File: config.mk
export PLATFORM = sky130hd
export DESIGN_NAME = burst_collector
export DESIGN_NICKNAME = d
export VERILOG_FILES = /design/src/rtl/burst_collector_pkg.sv /design/src/rtl/burst_collector_fifo.sv /design/src/rtl/burst_collector.sv
export SDC_FILE = /design/constraint.sdc
export NUM_CORES = 1
export LEC_CHECK = 0
export CAP_MARGIN = 20
export CORE_MARGIN = 4
export CORE_UTILIZATION = 30
export CTS_BUF_LIST = sky130_fd_sc_hd__clkbuf_4 sky130_fd_sc_hd__clkbuf_8
export CTS_CLUSTER_DIAMETER = 60
export DETAILED_ROUTE_END_ITERATION = 10
export GPL_TIMING_DRIVEN = 0
export PLACE_DENSITY = 0.43
export SKIP_CTS_REPAIR_TIMING = 1
export SYNTH_ARGS = -nofsm -noshare
export SYNTH_HDL_FRONTEND = slang
export SYNTH_SLANG_ARGS = --single-unit
File: constraint.sdc
create_clock -name clk -period 6.5 [get_ports clk]
set_input_delay 1.3 -clock clk [delete_from_list [all_inputs] [get_ports clk]]
set_output_delay 1.3 -clock clk [all_outputs]
set_load 0.01 [all_outputs]
File: src/rtl/burst_collector_pkg.sv
// burst_collector shared types: FSM state encoding and burst counter width.
// Imported by burst_collector and burst_collector_fifo.
package burst_collector_pkg;

  localparam int COUNTER_WIDTH = 8;

  typedef enum logic [1:0] {
    STATE_IDLE,
    STATE_ACTIVE,
    STATE_DONE
  } state_t;

endpackage

File: src/rtl/burst_collector_fifo.sv
// Synchronous FIFO: push/pop, combinational head word, registered level.
// Ports: clk, rst, push, pop, wdata, rdata (head), level (occupancy).
module burst_collector_fifo #(
  parameter int WIDTH = 8,
  parameter int DEPTH = 16
) (
  input  logic                       clk,
  input  logic                       rst,
  input  logic                       push,
  input  logic                       pop,
  input  logic [WIDTH-1:0]           wdata,
  output logic [WIDTH-1:0]           rdata,
  output logic [$clog2(DEPTH+1)-1:0] level
);

  localparam int AW = $clog2(DEPTH);

  logic [WIDTH-1:0] mem [DEPTH];
  logic [AW-1:0]    wr_ptr;
  logic [AW-1:0]    rd_ptr;

  assign rdata = mem[rd_ptr];

  always_ff @(posedge clk) begin
    if (push) mem[wr_ptr] <= wdata;
  end

  // Pointers wrap naturally since DEPTH is a power of two.
  always_ff @(posedge clk) begin
    if (rst) begin
      wr_ptr <= '0;
      rd_ptr <= '0;
      level  <= '0;
    end else begin
      if (push) wr_ptr <= wr_ptr + 1'b1;
      if (pop)  rd_ptr <= rd_ptr + 1'b1;
      if (push && !pop)      level <= level + 1'b1;
      else if (pop && !push) level <= level - 1'b1;
    end
  end

endmodule

File: src/rtl/burst_collector.sv
// Buffers an unstallable word stream and re-emits fixed-length bursts
// on valid/ready with a last marker; flush drains a partial burst.
// Ports: clk, rst, data_in/in_valid, flush, out_data/out_valid/
// out_ready/out_last, level, overflow (sticky drop flag).
// Option BURST_COLLECTOR_STATS_EN adds drop_count[7:0] (saturating).
module burst_collector
  import burst_collector_pkg::*;
#(
  parameter int WIDTH     = 8,
  parameter int DEPTH     = 16,
  parameter int BURST_LEN = 4
) (
  input  logic                       clk,
  input  logic                       rst,
  input  logic [WIDTH-1:0]           data_in,
  input  logic                       in_valid,
  input  logic                       flush,
  output logic [WIDTH-1:0]           out_data,
  output logic                       out_valid,
  input  logic                       out_ready,
  output logic                       out_last,
  output logic [$clog2(DEPTH+1)-1:0] level,
  output logic                       overflow
`ifdef BURST_COLLECTOR_STATS_EN
  ,
  output logic [7:0]                 drop_count
`endif
);

  localparam int LW = $clog2(DEPTH+1);
  localparam logic [LW-1:0] DEPTH_L = LW'(DEPTH);
  localparam logic [LW-1:0] BURST_L = LW'(BURST_LEN);

  state_t                   state, state_d;
  logic [COUNTER_WIDTH-1:0] cnt, cnt_d;
  logic                     flush_pend, flush_d;
  logic                     push, pop;
  logic [WIDTH-1:0]         head;

  burst_collector_fifo #(
    .WIDTH (WIDTH),
    .DEPTH (DEPTH)
  ) u_fifo (
    .clk   (clk),
    .rst   (rst),
    .push  (push),
    .pop   (pop),
    .wdata (data_in),
    .rdata (head),
    .level (level)
  );

  // Outputs come from registered state only; out_data is zeroed
  // outside a burst so it is defined after reset.
  assign out_valid = (state == STATE_ACTIVE);
  assign out_last  = out_valid && (cnt == COUNTER_WIDTH'(1));
  assign out_data  = out_valid ? head : '0;
  assign pop       = out_valid && out_ready;
  // A pop in the same cycle frees a slot for a full FIFO.
  assign push      = in_valid && ((level != DEPTH_L) || pop);

  always_comb begin
    state_d = state;
    cnt_d   = cnt;
    flush_d = flush_pend;
    unique case (state)
      STATE_IDLE: begin
        if (level >= BURST_L) begin
          state_d = STATE_ACTIVE;
          cnt_d   = COUNTER_WIDTH'(BURST_LEN);
          flush_d = 1'b0;
        end else if (flush_pend && level != '0) begin
          state_d = STATE_ACTIVE;
          cnt_d   = COUNTER_WIDTH'(level);
          flush_d = 1'b0;
        end else if (level == '0) begin
          flush_d = 1'b0;
        end
      end
      STATE_ACTIVE: begin
        if (pop) begin
          cnt_d = cnt - 1'b1;
          if (out_last) state_d = STATE_DONE;
        end
      end
      STATE_DONE: state_d = STATE_IDLE;
      default:    state_d = STATE_IDLE;
    endcase
    // A new request always survives, even one arriving as the
    // previous one is consumed.
    if (flush) flush_d = 1'b1;
  end

  always_ff @(posedge clk) begin
    if (rst) begin
      state      <= STATE_IDLE;
      cnt        <= '0;
      flush_pend <= 1'b0;
    end else begin
      state      <= state_d;
      cnt        <= cnt_d;
      flush_pend <= flush_d;
    end
  end

  always_ff @(posedge clk) begin
    if (rst) overflow <= 1'b0;
    else if (in_valid && !push) overflow <= 1'b1;
  end

`ifdef BURST_COLLECTOR_STATS_EN
  always_ff @(posedge clk) begin
    if (rst) drop_count <= '0;
    else if (in_valid && !push && drop_count != 8'hFF)
      drop_count <= drop_count + 1'b1;
  end
`endif

endmodule

# == Word-level counts from Yosys, hierarchy flattened ==
# Memories as Yosys holds them, arrays and structs flattened. A register that Yosys moved wholly into a read port is not among the register bits.
# Cells that the tools add are included.
# totals
ff_bits,25
ram_bits,128
elab_cells,61
out_inout_bits,16
n_memories,1
mem_bits_ro,0
latchBits,0
inputBits,13
# op_classes
div_mod_pow,0
n_mul,0
eq_ne,6
mux,21
bitwise_logic,0
addsub,5
reduce_logical,20
magnitude_cmp,1
shifts,0
# memory_table
name,words,width,read_ports,rd_ports_with_merged_regs,write_ports,line_no,source
u_fifo.mem,16,8,1,1,1,burst_collector_fifo.sv:18,logic [WIDTH-1:0] mem [DEPTH];
# ops
op,count
8-bit two-way mux,4
8-bit one-hot mux with 2 select lines,1
5-bit two-way mux,2
"4-bit by 1-bit adder with 4-bit output, second input constant",2
"8-bit by 1-bit == test with 1-bit output, second input constant",1
2-bit two-way mux,4
4-bit two-way mux,2
"8-bit by 1-bit subtractor with 8-bit output, second input constant",1
1-bit logical AND,7
1-bit two-way mux,7
3-bit AND reduction,2
2-bit nonzero test,3
"5-bit by 1-bit adder with 5-bit output, second input constant",1
"5-bit by 3-bit >= comparator with 1-bit output, second input constant",1
5-bit logical NOT,1
"5-bit != test, second input constant",1
5-bit nonzero test,1
"5-bit by 1-bit subtractor with 5-bit output, second input constant",1
"2-bit by 1-bit != test with 1-bit output, second input constant",2
2-bit one-hot mux with 2 select lines,1
4-bit nonzero test,1
"3-bit != test, second input constant",1
"2-bit by 1-bit == test with 1-bit output, second input constant",1
1-bit logical NOT,2
3 further kinds,3

# == Longest topological paths before layout ==
# Gate-level depths: netlist of run 1.
# depth
ltp_word,8
depth_mapped,11
depth_no_buf,10

# == Modules after synthesis ==
# From an unflattened synthesis of run 1, not the netlist that was laid out.
# unflattened
cells_unflattened,385
hier_area_um2,6527.5
# modules_own_cells
module,instances,area_per_inst_um2,cells_each
burst_collector_fifo,1,5775.5,298
burst_collector,1,752.0,87

# == Least setup slack after synthesis of run 1 ==
# No wires, ideal clock.
# synth_path
path_type,input to register
startpoint,input port out_ready
endpoint,register u_fifo.level[4]
path_buffers,1
setup_time_ns,0.121
arrival_time_ns,3.488
path_slack_ns,2.892
path_stages,11
cell_sequence,and3b_1 > buf_2 > inv_1 > a31oi_4 > ha_1 > inv_1 > fa_1 > a21o_1 > a21oi_1 > mux2i_1 > mux2_2
# synth_via
elab_chain_len,6
elab_cells_between_ends,9
# synth_rtl
item,line_no,source
start: declaration,burst_collector.sv:20,"input logic out_ready,"
1-bit logical AND (*),burst_collector.sv:58,assign pop = out_valid && out_ready;
1-bit logical OR (*),burst_collector.sv:60,assign push = in_valid && ((level != DEPTH_L) || pop);
1-bit logical AND (*),burst_collector.sv:60,
net push,burst_collector.sv:37,"logic push, pop;"
1-bit logical NOT,burst_collector_fifo.sv:38,else if (pop && !push) level <= level - 1'b1;
1-bit logical AND,burst_collector_fifo.sv:38,
2-bit nonzero test (no source line),-,
end signal: assignment,burst_collector_fifo.sv:37,if (push && !pop) level <= level + 1'b1;
end signal: assignment,burst_collector_fifo.sv:38,
end: declaration,burst_collector_fifo.sv:13,output logic [$clog2(DEPTH+1)-1:0] level
# Mark *: on every way through the listed nets, which the timed path passes. The rest lies on a longest branch.
# A chain may end at the register's enable or synchronous reset.

==> run_results.csv, run 1 <==
group,metric,value,unit
setup_path,worst_setup_path_end_kind,"output port",
setup_path,cp_common_cell,"a22oi_1",
power_and_ir_drop,clkPwrFrac,0.257,
clocking,clk_pin_slew,90,ps
finish,seqCellArea,4420,um^2
finish,diodes,0,
synthesis,yosys_warnings,0,
synthesis,synth.top_cell.area_share,0.591,
floorplanning,die_x,155,um
timing,rsz0062_at_grt,"false",
setup_path,arrival,2990,ps
routing,drt-initial-drc-count,186,
global_routing,grt-ovfl-total,0,
timing,fin_crit_sh,0.660,
floorplanning,ios,29,
setup_path,cpPeakStageDelay,520,ps
clocking,cts_sinks,157,
synthesis,synth_area_leaders,"edfxtp_1 (59%), dfxtp_1 (8.9%), mux4_2 (6.2%)",
finish,drive_above_1_share,0.144,
setup_path,r2r_end,"u_fifo.level[4]",
setup_path,required,5200,ps
floorplanning,num_rows,53,
timing,fin_skew,12.4,ps
global_routing,antenna_found_initial,0,
placed_design,routabilityCongestion,0.752,
finish,syn_to_final_growth,14.8,%
clocking,cts_tree,"yes",
synthesis,syn_nets,446,
timing,whs,485,ps
timing,slew_headroom,0.388,
clocking,insertion_delay,450,ps
floorplanning,design.die.area,24100,um^2
setup_path,path_class,"reg2out",
power_and_ir_drop,vdd_ir_drop_max,203,uV
synthesis,synth_common_cells,"edfxtp_1 (128), mux2i_1 (31), dfxtp_1 (29)",
timing,fmax,233,MHz
worst_hold_path,hold_path_depth,2,
power_and_ir_drop,combPwrFrac,0.272,
finish,nNetsFinal,492,
finish,multi_input_area,1940,um^2
worst_hold_path,hold_path_class,"reg2reg",
synthesis,syn_inst,421,
routing,routed_wirelength,14.3,mm
setup_path,cp_cell_sequence,"buf_2, nor2_1, clkbuf_1, a22oi_1, a22oi_1, o211ai_1, clkdlybuf4s50_1",
setup_path,r2r_start,"u_fifo.level[0]",
floorplanning,start_util,0.308,
power_and_ir_drop,power_density,342,nW/um^2
clocking,clockBufferDepth,2,
global_routing,grt_pass1_vias,3739,
global_routing,gr-usage-all-layers,0.123,
synthesis,synth.largest_area_cell,"edfxtp_1",
power_and_ir_drop,p_sw_frac,0.322,
routing,antenna_left,0,
global_routing,grt_max_degree,17,
setup_path,r2r_slack,3270,ps
global_routing,grt_pass1_wl,22.1,mm
synthesis,synth_area,6510,um^2
synthesis,async_flop_share,0,
synthesis,synth_edf_count,128,
synthesis,synth-seq-area-share,0.680,
worst_hold_path,hp-start,"flush_pend",
placed_design,placed_cells,723,
floorplanning,core,21200,um^2
finish,fill_cells,2060,
setup_path,crit_path_top_delay_cell,"clkbuf_1",
routing,viasPerCell,4.80,
setup_path,cp-start-kind,"register",
timing,timing.final.crit_period,4290,ps
synthesis,ys.flop_type,"edfxtp_1",
routing,route.detailed.drc,0,
worst_hold_path,hold_end,"flush_pend",
synthesis,synth_cell_type_count,46,
timing,finalHoldViolations,0,
power_and_ir_drop,p_leak,0.00241,uW
run,maxCapViolations,0,
placed_design,port_buffers,27,
status,run_status,"complete, no violations",
setup_path,r2r_cells,9,
clocking,htreeDepth,4,
timing,final-max-slew-violation-count,0,
routing,wl_per_cell,18.9,um
synthesis,yosys.cell_count.top_type,"edfxtp_1",
clocking,cts_made_buffers,17,
timing,tns,0,ps
setup_path,crit_fanout,10,
routing,vias,3625,
timing,worst-slew-pin-transition,914,ps
routing,firstDrtPassIters,4,
synthesis,ys_seq_elements,157,
power_and_ir_drop,p_seq_frac,0.471,
finish,layoutNonFillerInstCount,755,
floorplanning,die_h,155,um
timing,finalSetupViolCount,0,
synthesis,avgSynthCellArea,15.5,um^2
clocking,root_buffer,"clkbuf_8",
power_and_ir_drop,p_int,1730,uW
power_and_ir_drop,p_switching,823,uW
placed_design,dp_hpwl,9.80,mm
==> sequential cells by signal, summed over array words and instances (netlist names), named ones only <==
| register | count |
|---|---|
| u_fifo.wr_ptr | 4 |
| cnt | 8 |
| state | 2 |
| u_fifo.rd_ptr | 4 |
| u_fifo.mem | 128 |
| u_fifo.level | 5 |
| overflow | 1 |
| flush_pend | 1 |
==> layout by cell type (no fill, tap or decap), drive strengths merged, types with 12 or more instances in the layout <==
cell type        n
nand3           15
clkbuf          25
clkdlybuf4s50   27
buf             12
nor2            28
edfxtp         128
mux4            18
dfxtp           29
a21oi           13
a22oi           18
and2            13
inv             20
mux2i           31
==> per-layer routing <==
layer | routed length (um) | global-route usage
met3 | 473 | 0.0339
met5 | 0 | 0
met2 | 7180 | 0.205
met1 | 6520 | 0.160
met4 | 104 | 0.0275
==> metrics by stage <==
step                 util  total power [uW]  setup WS, ps  area, um^2
global route        0.353              2710          1920        7470
global placement    0.337              1920          2090        7120
detailed placement  0.337              1930          2060        7120
floorplan               -              1680          2890        6510
finish              0.353              2560          2210        7470
CTS                 0.353              2590          2110        7470
==> worst max path at each step <==
| stage | slack (ps) | depth (start not counted) | start | endpoint |
|---|---|---|---|---|
| after global routing | 1920 | 7 | register | out_data[0] |
| after floorplan | 2890 | 11 | out_ready | u_fifo.level[4] |
| after CTS | 2110 | 7 | register | out_data[2] |
| final | 2210 | 7 | register | out_data[7] |
| after global placement | 2090 | 12 | out_ready | u_fifo.level[4] |
| after detailed placement | 2060 | 12 | out_ready | u_fifo.level[4] |
==> kinds of logic after synthesis <==
logic type      after synthesis  share of synthesized area
fa+ha+maj                    12                     0.0242
compound gates               62                     0.0688
flops                       157                      0.680
xor+xnor                      8                     0.0108
buf+inv                      34                     0.0223
simple gates                 98                     0.0825
mux                          50                      0.112
==> worst max-delay path: cells and delay by family, from the launching register on <==
family                 cells  cell delay [ps]
AOI/OAI and AO/OA          3              660
buffers and inverters      3             1240
DFF                        1              320
and+or+nand+nor            1              320
==> cell type report <==
type                            count  area share
Clock buffer                       17      0.0313
Tap cell                          275      0.0461
Clock inverter                     15      0.0151
Timing Repair Buffer               27      0.0362
Multi-Input combinational cell    230       0.260
Inverter                           14     0.00704
Sequential cell                   157       0.592
Buffer                             20      0.0124
==> power groups by stage <==
stage | combinational, uW | sequential, uW | clock [uW]
finish | 697 | 1200 | 657
global route | 776 | 1210 | 720
CTS | 707 | 1200 | 675
detailed placement | 702 | 1230 | 0
global placement | 697 | 1220 | 0
floorplan | 462 | 1220 | 0
Power figures use the tool's default switching activity.
==> run 2: changes to the inputs <==
==> constraint.sdc (replaced) <==
create_clock -name clk -period 4.35 [get_ports clk]
set_input_delay 0.87 -clock clk [delete_from_list [all_inputs] [get_ports clk]]
set_output_delay 0.87 -clock clk [all_outputs]
set_load 0.01 [all_outputs]
==> results of run 2 <==
Same layout as run 1 (identical final DEF). Status: complete, no violations.
Main changes from that run: setup slack after placement 2060 ps -> 342 ps; setup slack after layout 2210 ps -> 491 ps; register-to-register setup slack 3270 ps -> 1120 ps; total power 2560 uW -> 3820 uW; worst IR drop on VDD 203 uV -> 303 uV
